**config.mk**
```make
export PLATFORM = sky130hd
export DESIGN_NAME = boot_loader_ctrl
export DESIGN_NICKNAME = d
export VERILOG_FILES = /design/src/rtl/boot_loader_ctrl.sv
export SDC_FILE = /design/constraint.sdc
export NUM_CORES = 1
export LEC_CHECK = 0
export ABC_AREA = 1
export CORE_MARGIN = 5
export CORE_UTILIZATION = 55
export DETAILED_ROUTE_END_ITERATION = 6
export PLACE_DENSITY_LB_ADDON = 0.12
export SLEW_MARGIN = 0
export SYNTH_ARGS = -nofsm -noshare
export SYNTH_HDL_FRONTEND = slang
export SYNTH_SLANG_ARGS = --single-unit
```
**constraint.sdc**
```tcl
create_clock -name clk -period 3.4 [get_ports clk]
set_clock_uncertainty 0.05 [all_clocks]
set_input_delay 0.85 -clock clk [delete_from_list [all_inputs] [get_ports clk]]
set_output_delay 0.85 -clock clk [all_outputs]
set_load 0.01 [all_outputs]
```
**src/rtl/boot_loader_ctrl.sv**
```systemverilog
// -----------------------------------------------------------------------------
// boot_loader_ctrl
//   Reads an image packet out of the UART RX byte FIFO and loads its payload
//   into instruction memory as 32-bit words, starting at word address 0.
//   Packet layout: SYNC_BYTE, word count (LSB first), payload words (each
//   little-endian), then an 8-bit mod-256 checksum of the payload bytes.
//
// Ports
//   clk, rst_n    system clock, asynchronous active-low reset
//   start         single-cycle pulse that arms the loader (ignored while busy)
//   fifo_empty    RX FIFO empty flag
//   fifo_rdata    RX FIFO data, valid when fifo_read is high
//   fifo_read     RX FIFO pop request (never high while fifo_empty)
//   mem_we        instruction-memory write strobe (one cycle per word)
//   mem_addr      word address, holds its value between writes
//   mem_wdata     word data, holds its value between writes
//   busy          high while a packet is being parsed
//   done          sticky: packet loaded and checksum matched
//   error         sticky: packet aborted
//   err_code      01 length too large, 10 checksum mismatch, 11 timeout
//   words_loaded  number of words written for the current packet
// -----------------------------------------------------------------------------
module boot_loader_ctrl #(
    parameter int unsigned MEM_ADDR_WIDTH = 14,
    parameter int unsigned MAX_WORDS      = 16384,
    parameter logic [7:0]  SYNC_BYTE      = 8'hA5,
    parameter int unsigned TIMEOUT_CYCLES = 1000000
) (
    input  logic                      clk,
    input  logic                      rst_n,
    input  logic                      start,
    input  logic                      fifo_empty,
    input  logic [7:0]                fifo_rdata,
    output logic                      fifo_read,
    output logic                      mem_we,
    output logic [MEM_ADDR_WIDTH-1:0] mem_addr,
    output logic [31:0]               mem_wdata,
    output logic                      busy,
    output logic                      done,
    output logic                      error,
    output logic [1:0]                err_code,
    output logic [15:0]               words_loaded
);

    localparam logic [16:0] MaxWords = 17'(MAX_WORDS);
    localparam logic [31:0] TmoLast  = 32'(TIMEOUT_CYCLES - 1);

    typedef enum logic [2:0] {
        S_IDLE,
        S_SYNC,
        S_LEN_LO,
        S_LEN_HI,
        S_DATA,
        S_CHECK,
        S_DONE,
        S_ERROR
    } state_t;

    state_t                    state_q, state_d;
    logic [15:0]               len_q, len_d;
    logic [1:0]                lane_q, lane_d;
    logic [23:0]               word_q, word_d;
    logic [7:0]                csum_q, csum_d;
    logic [15:0]               widx_q, widx_d;
    logic [31:0]               tmo_q, tmo_d;
    logic                      mem_we_q, mem_we_d;
    logic [MEM_ADDR_WIDTH-1:0] mem_addr_q, mem_addr_d;
    logic [31:0]               mem_wdata_q, mem_wdata_d;
    logic                      done_q, done_d;
    logic                      error_q, error_d;
    logic [1:0]                err_code_q, err_code_d;

    logic        parsing;
    logic        timed;
    logic        pop;
    logic [15:0] len_full;

    assign parsing  = (state_q == S_SYNC) || (state_q == S_LEN_LO) || (state_q == S_LEN_HI) ||
                      (state_q == S_DATA) || (state_q == S_CHECK);
    assign timed    = (state_q == S_LEN_LO) || (state_q == S_LEN_HI) ||
                      (state_q == S_DATA) || (state_q == S_CHECK);
    assign pop      = parsing & ~fifo_empty;
    assign len_full = {fifo_rdata, len_q[7:0]};

    always_comb begin
        state_d     = state_q;
        len_d       = len_q;
        lane_d      = lane_q;
        word_d      = word_q;
        csum_d      = csum_q;
        widx_d      = widx_q;
        tmo_d       = '0;
        mem_we_d    = 1'b0;
        mem_addr_d  = mem_addr_q;
        mem_wdata_d = mem_wdata_q;
        done_d      = done_q;
        error_d     = error_q;
        err_code_d  = err_code_q;

        case (state_q)
            S_IDLE, S_DONE, S_ERROR: begin
                if (start) begin
                    state_d    = S_SYNC;
                    done_d     = 1'b0;
                    error_d    = 1'b0;
                    err_code_d = 2'b00;
                    widx_d     = '0;
                    csum_d     = '0;
                    lane_d     = '0;
                end
            end
            S_SYNC: begin
                if (pop && fifo_rdata == SYNC_BYTE) begin
                    state_d = S_LEN_LO;
                end
            end
            S_LEN_LO: begin
                if (pop) begin
                    len_d[7:0] = fifo_rdata;
                    state_d    = S_LEN_HI;
                end
            end
            S_LEN_HI: begin
                if (pop) begin
                    len_d[15:8] = fifo_rdata;
                    if ({1'b0, len_full} > MaxWords) begin
                        state_d    = S_ERROR;
                        error_d    = 1'b1;
                        err_code_d = 2'b01;
                    end else if (len_full == 16'd0) begin
                        state_d = S_CHECK;
                    end else begin
                        state_d = S_DATA;
                    end
                end
            end
            S_DATA: begin
                if (pop) begin
                    csum_d = csum_q + fifo_rdata;
                    lane_d = lane_q + 2'd1;
                    if (lane_q == 2'd3) begin
                        // lanes 0..2 were shifted in from the top, so they sit in
                        // little-endian order below the final byte
                        mem_we_d    = 1'b1;
                        mem_addr_d  = MEM_ADDR_WIDTH'(widx_q);
                        mem_wdata_d = {fifo_rdata, word_q};
                        widx_d      = widx_q + 16'd1;
                        if (widx_q + 16'd1 == len_q) begin
                            state_d = S_CHECK;
                        end
                    end else begin
                        word_d = {fifo_rdata, word_q[23:8]};
                    end
                end
            end
            S_CHECK: begin
                if (pop) begin
                    if (fifo_rdata == csum_q) begin
                        state_d = S_DONE;
                        done_d  = 1'b1;
                    end else begin
                        state_d    = S_ERROR;
                        error_d    = 1'b1;
                        err_code_d = 2'b10;
                    end
                end
            end
            default: state_d = S_IDLE;
        endcase

        // Counter runs only on empty cycles of the post-sync states; any
        // consumed byte or any other state leaves it cleared.
        if (timed && fifo_empty) begin
            if (tmo_q == TmoLast) begin
                state_d    = S_ERROR;
                error_d    = 1'b1;
                err_code_d = 2'b11;
            end else begin
                tmo_d = tmo_q + 32'd1;
            end
        end
    end

    always_ff @(posedge clk or negedge rst_n) begin
        if (!rst_n) begin
            state_q     <= S_IDLE;
            len_q       <= '0;
            lane_q      <= '0;
            word_q      <= '0;
            csum_q      <= '0;
            widx_q      <= '0;
            tmo_q       <= '0;
            mem_we_q    <= 1'b0;
            mem_addr_q  <= '0;
            mem_wdata_q <= '0;
            done_q      <= 1'b0;
            error_q     <= 1'b0;
            err_code_q  <= '0;
        end else begin
            state_q     <= state_d;
            len_q       <= len_d;
            lane_q      <= lane_d;
            word_q      <= word_d;
            csum_q      <= csum_d;
            widx_q      <= widx_d;
            tmo_q       <= tmo_d;
            mem_we_q    <= mem_we_d;
            mem_addr_q  <= mem_addr_d;
            mem_wdata_q <= mem_wdata_d;
            done_q      <= done_d;
            error_q     <= error_d;
            err_code_q  <= err_code_d;
        end
    end

    assign fifo_read    = pop;
    assign mem_we       = mem_we_q;
    assign mem_addr     = mem_addr_q;
    assign mem_wdata    = mem_wdata_q;
    assign busy         = parsing;
    assign done         = done_q;
    assign error        = error_q;
    assign err_code     = err_code_q;
    assign words_loaded = widx_q;

endmodule

```
# [Word-level counts from Yosys, hierarchy flattened]
# Index checks and enable logic that the tools add are counted.
[word_totals] ff_bits=152 in_bits=12 output_inout_bits=69 word_cells=109
[op_classes] addsub=4 n_lt_le_gt_ge=1 n_eq_ne=17 muxes=49 bitwise=3 n_reduce_logical=21
[op_table] op="two-way mux 32 bit" n=2
[op_table] op="two-way mux 16 bit" n=3
[op_table] op="adder 32 x 1 -> 32 bit (second input constant)" n=1
[op_table] op="== test 32 x 20 -> 1 bit (second input constant)" n=1
[op_table] op="one-hot mux 16 bit (2 select lines)" n=1
[op_table] op="two-way mux 3 bit" n=10
[op_table] op="two-way mux 2 bit" n=10
[op_table] op="one-hot mux 3 bit (6 select lines)" n=1
[op_table] op="adder 16 x 1 -> 16 bit (second input constant)" n=1
[op_table] op="== test 16 bit" n=1
[op_table] op="> comparator 16 x 15 -> 1 bit (second input constant)" n=1
[op_table] op="zero test 16 bit" n=1
[op_table] op="two-way mux 8 bit" n=2
[op_table] op="one-hot mux 8 bit (2 select lines)" n=1
[op_table] op="two-way mux 1 bit" n=15
[op_table] op="== test 3 bit (second input constant)" n=4
[op_table] op="AND reduction 3 bit" n=3
[op_table] op="adder 8 bit" n=1
[op_table] op="== test 8 bit" n=1
[op_table] op="== test 8 bit (second input constant)" n=1
[op_table] op="AND reduction 4 bit" n=2
[op_table] op="logical OR 1 bit" n=7
[op_table] op="== test 3 x 2 -> 1 bit (second input constant)" n=2
[op_table] op="!= test 2 bit (second input constant)" n=3
[op_table] op="15 further kinds" n=20

# [Depth between registers and ports, before layout]
# Gate-level depths: netlist of the first run.
[depth] word_depth=11 ltp_mapped=14 ltp_nobuf=14

# [Least setup slack after synthesis of the first run]
# OpenSTA, ideal clock, no wires.
[synth_path] path_type="input-to-reg" from="input port fifo_rdata[2]" to="register done_q (netlist: done)" setup_time_ns=0.128 arrival_ns=2.101 required_time_ns=3.222 slack_ns=1.122 cell_stages=8 path_buffers=0 path_cell_list="ha_1 -> or2_2 -> nor3_1 -> nand2_1 -> o21ai_0 -> o211ai_1 -> nand2_1 -> o21ai_0"
[synth_via] elab_chain_len=3
[synth_lines] item="start: declaration" line="33" rtl="input logic [7:0] fifo_rdata,"
[synth_lines] item="== test 8 bit" line="158" rtl="if (fifo_rdata == csum_q) begin"
[synth_lines] item="!= test 2 x 1 -> 1 bit (no line)"
[synth_lines] item="AND reduction 4 bit (no line)"
[synth_lines] item="end signal: assignment" line="210" rtl="done_q <= done_d;"
[synth_lines] item="end: declaration" line="69" rtl="logic done_q, done_d;"
# No other way between the ends.
# A chain may end at the register's enable or synchronous reset.

# [Worst setup path after layout of the first run]
[layout_path] from="register state_q[1]" to="output port fifo_read"
[layout_via] elab_chain_len=6 elab_cells_between_ends=10 cone_classes="eq/ne: 5; bitwise: 1; reduce/logical: 4"
[layout_lines] item="start: declaration" line="59" rtl="state_t state_q, state_d;"
[layout_lines] item="start signal: assignment" line="200" rtl="state_q <= state_d;"
[layout_lines] item="== test 3 x 1 -> 1 bit or == test 3 x 2 -> 1 bit (tied branches)" line="78" rtl="assign parsing = (state_q == S_SYNC) || (state_q == S_LEN_LO) || (state_q == S_LEN_HI) ||"
[layout_lines] item="logical OR 1 bit (3 in series)" line="78"
[layout_lines] item="logical OR 1 bit (*)" line="79" rtl="(state_q == S_DATA) || (state_q == S_CHECK);"
[layout_lines] item="AND 1 bit (*)" line="82" rtl="assign pop = parsing & ~fifo_empty;"
[layout_lines] item="end: declaration" line="34" rtl="output logic fifo_read,"
# Mark *: on every way between the ends. The rest lies on a longest branch, timed or not.

==> metrics.md, run 1 <==
| Metric | Value |
|---|---|
| Result of the run | `complete, no violations` |
| Maximum net fanout on the critical path | `6` |
| Number of max-capacitance violations reported | `0` |
| Commonest cells after routing, fill and taps aside | `nand2_1 (248), dfrtp_1 (152), inv_1 (103), nor2_1 (89), clkdlybuf4s50_1 (79)` |
| Clk network pwr share | `between 30% and 40%` |
| Critical Path Start Type | `flip-flop` |
| Core area | `~13,000 um^2` |
| Arrival time of data at the critical path endpoint | `2030 ps` |
| Leakage | `between 4 and 5 nW` |
| Syn Nets | `960` |
| Top cell type's share of synthesized area | `between 50% and 60%` |
| Final hold violation count | `0` |
| Number of clock sinks | `152` |
| Buffering stage count on the worst path with inverters included | `3` |
| Type of the worst min-delay path | `in -> async` |
| Worst-margin pin slew | `between 500 and 600 ps` |
| Final critical-path share of the clock period | `86.15%` |
| Number of buffers added on ports | `80` |
| Number of nets at the end of the flow | `approximately 1,000` |
| Peak clock frequency supported by timing | `341.4 MHz` |
| Die footprint | `~16,000 um^2` |
| Switching part of the total power | `approximately 34%` |
| Flops & latches, synth | `around 150` |
| Warning count from the yosys run | `0` |
| Clock tree from TritonCTS | `built` |
| Cell Area, Synth | `~7600 um^2` |
| Distinct cells, synth | `42` |
| Number of buffers added for setup after CTS | `0` |
| Floorplan die height | `between 100 and 150 um` |
| Worst-skew pair later-pin latency | `between 400 and 500 ps` |
| Post-CTS clock slew at the launch and capture registers of the worst setup and hold paths | `approximately 60 ps` |
| TNS Setup | `0 ps` |
| Final routed wire length divided by cell count | `14.98 um` |
| Starting utilization of the core area | `between 50% and 60%` |
| Final Slew Violations | `0` |
| DP HPWL | `12,930 um` |
| Share of total power in sequential cells | `between 40 and 50%` |
| Sum of routed wire length over all layers | `around 18,000 um` |
| Relative slew slack | `roughly three fifths` |
| Kind of capture point of the worst setup path | `output port` |
| Number of antenna violations at the first check in global routing | `0` |
| Std cell rows | `42` |
| Proportion of power drawn by combinational gates | `between 20% and 30%` |
| Number of inserted diodes | `0` |
| Startpoint-to-endpoint class of the critical path | `reg -> out` |
| Area leader, netlist | `dfrtp_1` |
| Share of cells above drive strength 1 | `6.943%` |
| Chain of cells forming the critical path | `inv_1 > nor2_2 > nor2_2 > nand2_2 > nand2_1 > inv_1 > clkdlybuf4s50_1` |
| Wire length of the first global-routing pass | `between 30,000 and 40,000 um` |
| Net load switching power | `~0.0019 W` |
| Delay of the slowest critical-path stage | `530 ps` |
| Remaining antenna violation count after routing | `0` |
| Gpl congestion | `about 0.95` |
| Worst-path cell with the longest stage delay | `clkdlybuf4s50_1` |
| Clock tree root driver cell | `clkbuf_16` |
| Required @ worst endpoint | `between 2000 and 3000 ps` |
| Number of CTS-inserted buffers | `17` |
| Routed vias/inst | `5.365` |
| Most frequent standard cell in the layout excluding fill and tap cells | `nand2_1` |
| Global-route congestion overflow total | `0` |
| Cts repair resizes | `0` |
| Number of DRC markers after the initial detailed-route iteration | `415` |
| Largest delay share family, worst path | `buffers and inverters` |
| WHS | `roughly 360 ps` |
| Pre-antenna DRT Iters | `5` |
| Via count of the first global-routing pass | `roughly 6,200` |
| Most area-consuming cells after synthesis | `dfrtp_1 (50%), nand2_1 (12%), inv_1 (5.1%)` |
| Hold buffer count at cts | `0` |
| Syn-to-layout area delta | `20.95%` |
| Power per Cell Area | `619.6 nW/um^2` |
| Tmin final | `roughly 2900 ps` |
| # DRC | `0` |
| Main synth FF type | `dfrtp_1` |
| Number of cells produced by synthesis | `approximately 940` |
| Die W | `roughly 130 um` |
| Setup-failing EPs final | `0` |
| Via count | `6,508` |
| Share of flip-flops with an asynchronous set or reset after synthesis | `100.0%` |
| Setup repair after global routing missed its margin | `no` |
| Number of enable-type register cells in the synthesized netlist | `0` |
| Largest net degree at the start of global routing | `64` |
| GRT Overall Usage | `between 20% and 30%` |
| Top-level I/O count | `81` |
| Total number of H-tree levels | `4` |
| Internal | `about 0.0038 W` |
| Worst voltage drop across the vdd grid | `approximately 0.42 mV` |
| Buffer depth of the longest clock path | `2` |
| Mean post-synth cell area | `about 8 um^2` |
| Post-synthesis sequential area ratio | `between 50% and 60%` |
-- state kept, by name (all words and copies together) (netlist names) --
name          count
mem_wdata        32
mem_addr         14
done              1
mem_we            1
error             1
len_q            16
state_q           3
err_code          2
csum_q            8
words_loaded     16
lane_q            2
tmo_q            32
word_q           24
-- logic make-up (layout without fill, tap and decap cells) --
kind of cell | after synthesis | in the layout | share of synthesized area (%)
flip-flops | 152 | 152 | 50.22
adder cells (fa/ha/maj) | 11 | 11 | 1.916
AND/OR/NAND/NOR | 479 | 479 | 27.54
XOR/XNOR | 29 | 29 | 3.535
AO/OA/AOI/OAI | 134 | 134 | 9.698
buffers and inverters | 132 | 232 | 7.087
-- power groups by stage --
stage	clock [W]	sequential, W	combinational [W]
global placement	0	0.00236	0.00141
global route	0.00198	0.00240	0.00164
CTS	0.00190	0.00235	0.00144
floorplan	0	0.00232	0.00104
detailed placement	0	0.00237	0.00143
finish	0.00188	0.00235	0.00144
-- cell type report --
| class | count | area, um^2 |
|---|---|---|
| Clock buffer | 20 | 446.7 |
| Clock inverter | 12 | 141.4 |
| Timing Repair Buffer | 90 | 902.1 |
| Inverter | 110 | 412.9 |
| Fill cell | 1120 | 4188 |
| Multi-Input combinational cell | 653 | 3233 |
| Tap cell | 176 | 220.2 |
| Sequential cell | 152 | 3804 |
-- path summary, 6_finish.rpt --
path                                              from                       end  slack [ps]  depth (start not counted)
min reg2reg                         tmo_q[0]$_DFF_PN0_        tmo_q[0]$_DFF_PN0_         420                          1
max                               state_q[1]$_DFF_PN0_                 fifo_read         470                          7
min                                              rst_n     err_code[1]$_DFF_PN0_         360                          1
max in group asynchronous                        rst_n  mem_wdata[7]$_DFFE_PN0P_        2280                          2
min in group clk                    tmo_q[0]$_DFF_PN0_        tmo_q[0]$_DFF_PN0_         420                          1
max reg2reg                words_loaded[0]$_DFFE_PN0P_      state_q[0]$_DFF_PN0_        1240                         11
-- worst reg2reg max path: cells and delay by family (launching register included) --
family / cells / cell delay (ps)
simple gates: 10 / 1310
flops: 1 / 480
fa+ha+maj: 1 / 240
-- stage by stage --
stage	total power (W)	cell area, um^2	cells	setup slack [ps]	util [%]
finish	0.005675	9160	1213	470.8	68.63
global route	0.006022	9160	1213	355.4	68.63
floorplan	0.003359	7574	937	1122	-
CTS	0.005695	9160	1213	456.2	68.63
global placement	0.003773	8572	1181	481.5	64.22
detailed placement	0.003802	8572	1181	454.6	64.22
-- synthesized netlist by cell type, types with 5 or more instances --
cell type / instances
o21ai_0: 70
dfrtp_1: 152
nor2_1: 89
inv_2: 7
nand4_1: 27
nand3_1: 59
nor2_2: 6
a21oi_1: 10
inv_1: 103
buf_2: 6
xnor2_1: 5
nor3_1: 31
clkbuf_1: 11
o21ai_2: 6
xor2_1: 23
o22ai_1: 8
nand2_1: 248
ha_1: 10
o21ai_1: 29
-- metal layers --
metal,part of all wire [%],global-route usage [%]
met5,0,0
met3,4.8,4.090
met2,47,37.41
met4,1.4,6.372
met1,47,32.87
Power figures use the tool's default switching activity.
==> run 2, diff against run 1 <==
--- a/config.mk
+++ b/config.mk
@@ -7,7 +7,7 @@
 export LEC_CHECK = 0
 export ABC_AREA = 1
 export CORE_MARGIN = 5
-export CORE_UTILIZATION = 55
+export CORE_UTILIZATION = 51
 export DETAILED_ROUTE_END_ITERATION = 6
 export PLACE_DENSITY_LB_ADDON = 0.12
 export SLEW_MARGIN = 0
==> constraint.sdc (replaced) <==
create_clock -name clk -period 2.5 [get_ports clk]
set_clock_uncertainty 0.05 [all_clocks]
set_input_delay 0.625 -clock clk [delete_from_list [all_inputs] [get_ports clk]]
set_output_delay 0.625 -clock clk [all_outputs]
set_load 0.01 [all_outputs]
==> run 2 against run 1 <==
  * Total power rose by 40%
  * Critical path type unchanged
  * Largest power group unchanged
  * Flip-flop and latch count is the same
  * Global-route usage fell by 2.1 points
  * Critical endpoint is now busy
  * Core utilization down 3.7 points
  * Hold slack got worse by 250 ps
  * Cell count up 2.8%
  * First-iteration DRC count rose by 24%
  * Combinational power is 48% higher
  * Sequential power grew 36%
  * Largest cell class unchanged
  * Die area grew 7.2%
==> metrics.md, run 2 (synthesized netlist as in run 1, its figures left out) <==
| Metric | Value |
|---|---|
| Arrival time of data at the critical path endpoint | `1650 ps (-380 ps)` |
| Gpl congestion | `0.9191 (-3.4%)` |
| Floorplan die height | `131.9 um (+3.5%)` |
| # DRC | `0 (unchanged)` |
| Area taken by multi-input logic gates | `3243 um^2 (+0.31%)` |
| Leakage | `4.342 nW (+3.8%)` |
| Worst voltage drop across the vdd grid | `0.6417 mV (+51%)` |
| Total number of H-tree levels | `4 (unchanged)` |
| Startpoint-to-endpoint class of the critical path | `reg -> out` |
| Delay of the slowest critical-path stage | `410 ps (-120 ps)` |
| Final Slew Violations | `0 (unchanged)` |
| Remaining antenna violation count after routing | `0 (unchanged)` |
| M1 GR Usage | `29.37% (-3.5 points)` |
| Die footprint | `17,390 um^2 (+7.2%)` |
| Number of max-capacitance violations reported | `0 (unchanged)` |
| Final core utilization | `64.88% (-3.7 points)` |
| Routed vias/inst | `5.183 (-3.4%)` |
| Number of clock sinks | `152 (unchanged)` |
| Share of cells above drive strength 1 | `9.501% (+2.6 points)` |
| Number of CTS-inserted buffers | `17 (unchanged)` |
| Core area | `14,530 um^2 (+8.9%)` |
| Most common cell on crit path | `nor2_4` |
| Via count | `6,463 (-0.69%)` |
| Largest delay share family, worst path | `buffers and inverters` |
| Std cell rows | `44 (+4.8%)` |
| Buffer depth of the longest clock path | `2 (unchanged)` |
| Final routed wire length divided by cell count | `14.49 um (-3.3%)` |
| Most frequent standard cell in the layout excluding fill and tap cells | `nand2_1` |
| Number of fill cells in the layout | `1,239 (+11%)` |
| Worst-margin pin slew | `537.8 ps (-57.14 ps)` |
| Global routing usage on met3 | `4.427% (+0.34 points)` |
| WHS | `107.2 ps (-252.4 ps)` |
| Worst-path cell with the longest stage delay | `dfrtp_1` |
| Relative slew slack | `64.14% (+3.8 points)` |
| Tmin final | `2327 ps` |
| Largest net degree at the start of global routing | `57 (-11%)` |
| Top-level I/O count | `81 (unchanged)` |
| Die W | `131.9 um (+3.5%)` |
| Wire length of the first global-routing pass | `30,230 um (-1.0%)` |
| Reg2Reg Depth | `11 (unchanged)` |
| Number of inserted diodes | `0 (unchanged)` |
| Global-route congestion overflow total | `0 (unchanged)` |
| Worst-skew pair later-pin latency | `430 ps (about the same)` |
| DP HPWL | `13,230 um (+2.3%)` |
| Number of antenna violations at the first check in global routing | `0 (unchanged)` |
| TNS Setup | `0 ps (unchanged)` |
| Setup repair after global routing missed its margin | `no` |
| Type of the worst min-delay path | `in -> async` |
| GRT Overall Usage | `21.18% (-2.1 points)` |
| Met2 Track Usage GR | `34.22% (-3.2 points)` |
| Clock tree from TritonCTS | `built` |
| Power per Cell Area | `840.8 nW/um^2 (+36%)` |
| Reg2reg start | `words_loaded[0]$_DFFE_PN0P_` |
| Reg-to-reg endpoint | `state_q[0]$_DFF_PN0_` |
| Starting utilization of the core area | `52.11% (-4.6 points)` |
| Via count of the first global-routing pass | `6,056 (-1.7%)` |
| Post-CTS clock slew at the launch and capture registers of the worst setup and hold paths | `60 ps (about the same)` |
| Final hold violation count | `0 (unchanged)` |
| Required @ worst endpoint | `1820 ps (-680 ps)` |
| Final critical-path share of the clock period | `roughly 93%` |
| Sum of routed wire length over all layers | `18,070 um (-0.54%)` |
| Maximum net fanout on the critical path | `4 (-2)` |
| Buffering stage count on the worst path with inverters included | `3 (unchanged)` |
| Chain of cells forming the critical path | `inv_2 > nor2_4 > nor2_4 > nand2_2 > buf_4 > dlygate4sd2_1` |
| Setup-failing EPs final | `0 (unchanged)` |
| Combined flip-flop and latch cell area | `3804 um^2 (unchanged)` |
| Critical Path Start Type | `flip-flop` |
| Kind of capture point of the worst setup path | `output port` |
| Result of the run | `complete, no violations` |
| Reg2Reg Setup Slack | `420 ps (-820 ps)` |
| Commonest cells after routing, fill and taps aside | `nand2_1 (248), dfrtp_1 (152), inv_1 (102), nor2_1 (89), clkdlybuf4s50_1 (77)` |
| Most utilized layer in the global route result | `met2` |
| Number of DRC markers after the initial detailed-route iteration | `513 (+24%)` |
| Number of nets at the end of the flow | `1,073 (+2.5%)` |
| Peak clock frequency supported by timing | `~430 MHz` |
| Pre-antenna DRT Iters | `5 (unchanged)` |
| Syn-to-layout area delta | `24.50%` |
| Number of buffers added on ports | `80 (unchanged)` |
| Clock tree root driver cell | `clkbuf_16` |
## run 2: cell types whose count changed in the layout (fill, tap and decap cells not counted), sizes merged
cell and change:
buf +26, clkdlybuf4s50 -2, clkinv +3, clkinvlp -1
dlygate4sd2 +2, inv -2
## run 2: how the worst max path moves through the flow
stage / startpoint / to / slack, ps / depth (start not counted)
2_1_floorplan: fifo_rdata[2] / done$_DFFE_PN0P_ / 450 / 8
3_3_place_gp: fifo_rdata[2] / done$_DFFE_PN0P_ / -100 / 9
3_5_place_dp: fifo_rdata[2] / error$_DFF_PN0_ / -110 / 9
4_1_cts: state_q[1]$_DFF_PN0_ / busy / 160 / 6
5_1_grt: state_q[1]$_DFF_PN0_ / busy / 90 / 6
6_report: state_q[1]$_DFF_PN0_ / busy / 170 / 6
## run 2: layer usage
layer / wire (um) / share of wire (%)
met1: 8560 / 47
met3: 918 / 5.1
met4: 216 / 1.2
met5: 0 / 0
met2: 8375 / 46
## run 2: power by group
part           switching (W)  internal [W]
clock network        0.00105       0.00156
logic                0.00127      0.000860
registers           0.000303       0.00289
total                0.00262       0.00530
## run 2: timing repair
action / 4_1_cts / 5_1_grt
gates resized for setup: 5 / 0
setup buffers: 4 / 0
endpoints found under the setup margin: 2 / 0
hold buffers: 0 / 0
## run 2: cell type report
type                            instances  area share (%)
Sequential cell                       152           40.34
Clock inverter                         12           1.486
Tap cell                              184           2.442
Multi-Input combinational cell        653           34.39
Timing Repair Buffer                  116           12.01
Clock buffer                           20           4.950
Inverter                              110           4.379
## run 2: metrics by stage
step,cell area (um^2),cells,total power (W),worst slack (ps)
after CTS,9429,1247,0.007986,159.0
final,9429,1247,0.007928,173.4
after detailed placement,8785,1211,0.005273,-107.0
after global placement,8785,1211,0.005244,-102.0
after global routing,9429,1247,0.008419,90.94
after floorplan,7574,937,0.004568,446.8
==> run 3, diff against run 2 <==
--- a/config.mk
+++ b/config.mk
@@ -5,7 +5,7 @@
 export SDC_FILE = /design/constraint.sdc
 export NUM_CORES = 1
 export LEC_CHECK = 0
-export ABC_AREA = 1
+export ABC_AREA = 0
 export CORE_MARGIN = 5
 export CORE_UTILIZATION = 51
 export DETAILED_ROUTE_END_ITERATION = 6
==> run 3 against run 2 <==
  * Worst setup slack lost 18 ps
  * Non-clock buffer count grew 16
  * Clock power decreased by 5%
  * Combinational power grew 4%
  * Sequential power grew 5%
  * First-iteration DRC count is 13% lower
  * Critical path depth down 4
  * Critical endpoint is now words_loaded[3]
==> metrics.md, run 3 <==
| Metric | Value |
|---|---|
| Result of the run | `complete, no violations` |
| Total number of H-tree levels | `4 (unchanged)` |
| Distinct cells, synth | `59 (+40%)` |
| Post-synthesis sequential area ratio | `51.80% (+1.6 points)` |
| Die W | `130.0 um (-1.4%)` |
| Clock tree from TritonCTS | `built` |
| Worst voltage drop across the vdd grid | `0.5835 mV (-9.1%)` |
| Buffer depth of the longest clock path | `2 (unchanged)` |
| Via count of the first global-routing pass | `6,055 (-0.017%)` |
| Share of flip-flops with an asynchronous set or reset after synthesis | `100.0% (unchanged)` |
| Setup-failing EPs final | `0 (unchanged)` |
| Pre-antenna DRT Iters | `5 (unchanged)` |
| Area leader, netlist | `dfrtp_1` |
| Power per Cell Area | `866.3 nW/um^2 (+3.0%)` |
| Final Slew Violations | `0 (unchanged)` |
| Final critical-path share of the clock period | `93.78% (+0.72 points)` |
| Number of antenna violations at the first check in global routing | `0 (unchanged)` |
| Sum of routed wire length over all layers | `18,350 um (+1.6%)` |
| Critical Path Start Type | `flip-flop` |
| Setup repair after global routing missed its margin | `no` |
| Number of inserted diodes | `0 (unchanged)` |
| Post-CTS clock slew at the launch and capture registers of the worst setup and hold paths | `60 ps (about the same)` |
| # DRC | `0 (unchanged)` |
| Via count | `5,993 (-7.3%)` |
| Starting utilization of the core area | `52.50% (+0.39 points)` |
| Relative slew slack | `54.48% (-9.7 points)` |
| Number of nets at the end of the flow | `901 (-16%)` |
| Number of buffers added for setup after CTS | `0 (-4)` |
| GRT Overall Usage | `23.19% (+2.0 points)` |
| Clock tree root driver cell | `clkbuf_16` |
| Tmin final | `2345 ps (+17.96 ps)` |
| Floorplan die height | `130.0 um (-1.4%)` |
| Global-route congestion overflow total | `0 (unchanged)` |
| Top cell type's share of synthesized area | `51.80% (+1.6 points)` |
| Remaining antenna violation count after routing | `0 (unchanged)` |
| Number of clock sinks | `152 (unchanged)` |
| Number of enable-type register cells in the synthesized netlist | `0 (unchanged)` |
| Hold buffer count at cts | `0 (unchanged)` |
| Arrival time of data at the critical path endpoint | `1670 ps (+20 ps)` |
| DP HPWL | `12,940 um (-2.2%)` |
| Maximum net fanout on the critical path | `9 (+5)` |
| Flops & latches, synth | `152 (unchanged)` |
| Routed vias/inst | `5.596 (+8.0%)` |
| Final routed wire length divided by cell count | `17.14 um (+18%)` |
| Commonest cells after routing, fill and taps aside | `nand2_1 (198), dfrtp_1 (152), clkdlybuf4s50_1 (77), nor2_1 (51), buf_4 (44)` |
| Main synth FF type | `dfrtp_1` |
| Number of max-capacitance violations reported | `0 (unchanged)` |
| Type of the worst min-delay path | `in -> async` |
| Number of cells produced by synthesis | `761 (-19%)` |
| Worst-skew pair later-pin latency | `420 ps (about the same)` |
| Startpoint-to-endpoint class of the critical path | `reg -> out` |
| Warning count from the yosys run | `0 (unchanged)` |
| Number of DRC markers after the initial detailed-route iteration | `448 (-13%)` |
| Worst-margin pin slew | `676.6 ps (+138.8 ps)` |
| Most repeated cell in the gate-level netlist after synthesis | `nand2_1` |
| Post-placement cell area | `8728 um^2 (-0.64%)` |
| Cell count after placement | `1,039 (-14%)` |
| Final instance count without filler cells | `1,071 (-14%)` |
| Top-level I/O count | `81 (unchanged)` |
| Kind of capture point of the worst setup path | `output port` |
| Cell Area, Synth | `7343 um^2 (-3.0%)` |
| Syn Nets | `784 (-18%)` |
| Most area-consuming cells after synthesis | `dfrtp_1 (52%), nand2_1 (10%), mux2_2 (6.1%)` |
| Share of cells above drive strength 1 | `16.50% (+7.0 points)` |
| Core area | `13,990 um^2 (-3.8%)` |
| Final instance area | `9309 um^2 (-1.3%)` |
| Peak clock frequency supported by timing | `426.5 MHz (-0.77%)` |
| Std cell rows | `43 (-2.3%)` |
| Largest net degree at the start of global routing | `56 (-1.8%)` |
| Syn-to-layout area delta | `26.77%` |
| Post-synth top cells | `nand2_1 (199), dfrtp_1 (152), nor2_1 (52)` |
| Gpl congestion | `0.9786 (+6.5%)` |
| Number of CTS-inserted buffers | `17 (unchanged)` |
| Number of buffers added on ports | `80 (unchanged)` |
| Leakage | `4.185 nW (-3.6%)` |
| Final hold violation count | `0 (unchanged)` |
| Wire length of the first global-routing pass | `30,870 um (+2.1%)` |
| Die footprint | `16,900 um^2 (-2.8%)` |
| Most frequent standard cell in the layout excluding fill and tap cells | `nand2_1` |
| Mean post-synth cell area | `9.650 um^2 (+19%)` |
| Required @ worst endpoint | `1820 ps (about the same)` |
run 3: cell count changes after synthesis, sizes merged, moves of 11 or more:
cell / delta
nor2: -45
mux2: +40
nand2: -53
nor4: +11
nor3: -21
nand3: -35
o21ai: -63
inv: -99
clkbuf: +14
xnor2: +20
nand4: -14
run 3: cell type report:
| cell class | instances | area [um^2] |
|---|---|---|
| Clock buffer | 17 | 425.4 |
| Clock inverter | 15 | 152.6 |
| Fill cell | 1079 | 4679 |
| Inverter | 11 | 41.29 |
| Multi-Input combinational cell | 564 | 3371 |
| Sequential cell | 152 | 3804 |
| Tap cell | 180 | 225.2 |
| Timing Repair Buffer | 132 | 1290 |
run 3: power breakdown:
part	internal (W)	switching, W	total (W)
sequential	0.00294	0.000425	0.00336
combinational	0.00114	0.00108	0.00222
clock	0.00133	0.00115	0.00248
total	0.00541	0.00266	0.00806
run 3: final timing paths:
path	startpoint	endpoint	slack, ps	cells after the start
worst max register to register	words_loaded[1]$_DFFE_PN0P_	state_q[0]$_DFF_PN0_	280	7
worst min register to register	word_q[3]$_DFFE_PN0P_	mem_wdata[3]$_DFFE_PN0P_	420	2
worst min-delay path	rst_n	mem_addr[13]$_DFFE_PN0P_	60	1
worst max-delay path	words_loaded[3]$_DFFE_PN0P_	words_loaded[3]	160	2
max in group asynchronous	rst_n	len_q[7]$_DFFE_PN0P_	1720	2
min in group clk	word_q[3]$_DFFE_PN0P_	mem_wdata[3]$_DFFE_PN0P_	420	2
run 3: cells by family after synthesis:
group,count (synthesis),share of synthesized area (%)
AO/OA/AOI/OAI,103,8.809
AND/OR/NAND/NOR,356,22.37
adder cells (fa/ha/maj),11,1.976
multiplexers,42,6.407
buffers and inverters,45,2.437
flip-flops,152,51.80
XOR/XNOR,52,6.202
run 3: timing repair:
action / in CTS / in global routing
setup endpoints to repair: 2 / 0
hold endpoints to repair: 0 / 0
gates resized for setup: 4 / 0
run 3: through the flow:
step                total power, W  TNS [ps]  worst slack (ps)  hold slack (ps)  util, %
global route              0.008537         0             6.333            75.94    66.55
finish                    0.008064         0             155.4            60.57    66.55
floorplan                 0.004722         0             301.2            279.4        -
detailed placement        0.005602     -1862            -277.6            401.5    62.40
global placement          0.005534     -1380            -246.1            402.7    62.40
CTS                       0.008112         0             158.0            58.87    66.55
run 3: per-layer routing:
metal	vias up	global-route usage (%)	share of wire, %
met2	161	37.52	48
li1	2851	-	-
met3	32	5.813	4.9
met1	2949	30.94	46
met5	-	0	0
met4	0	7.396	1.9
run 3: critical path, stage by stage (launching register included):
cell and delay, ps:
dfrtp_1 510, buf_4 200, clkdlybuf4s50_1 530
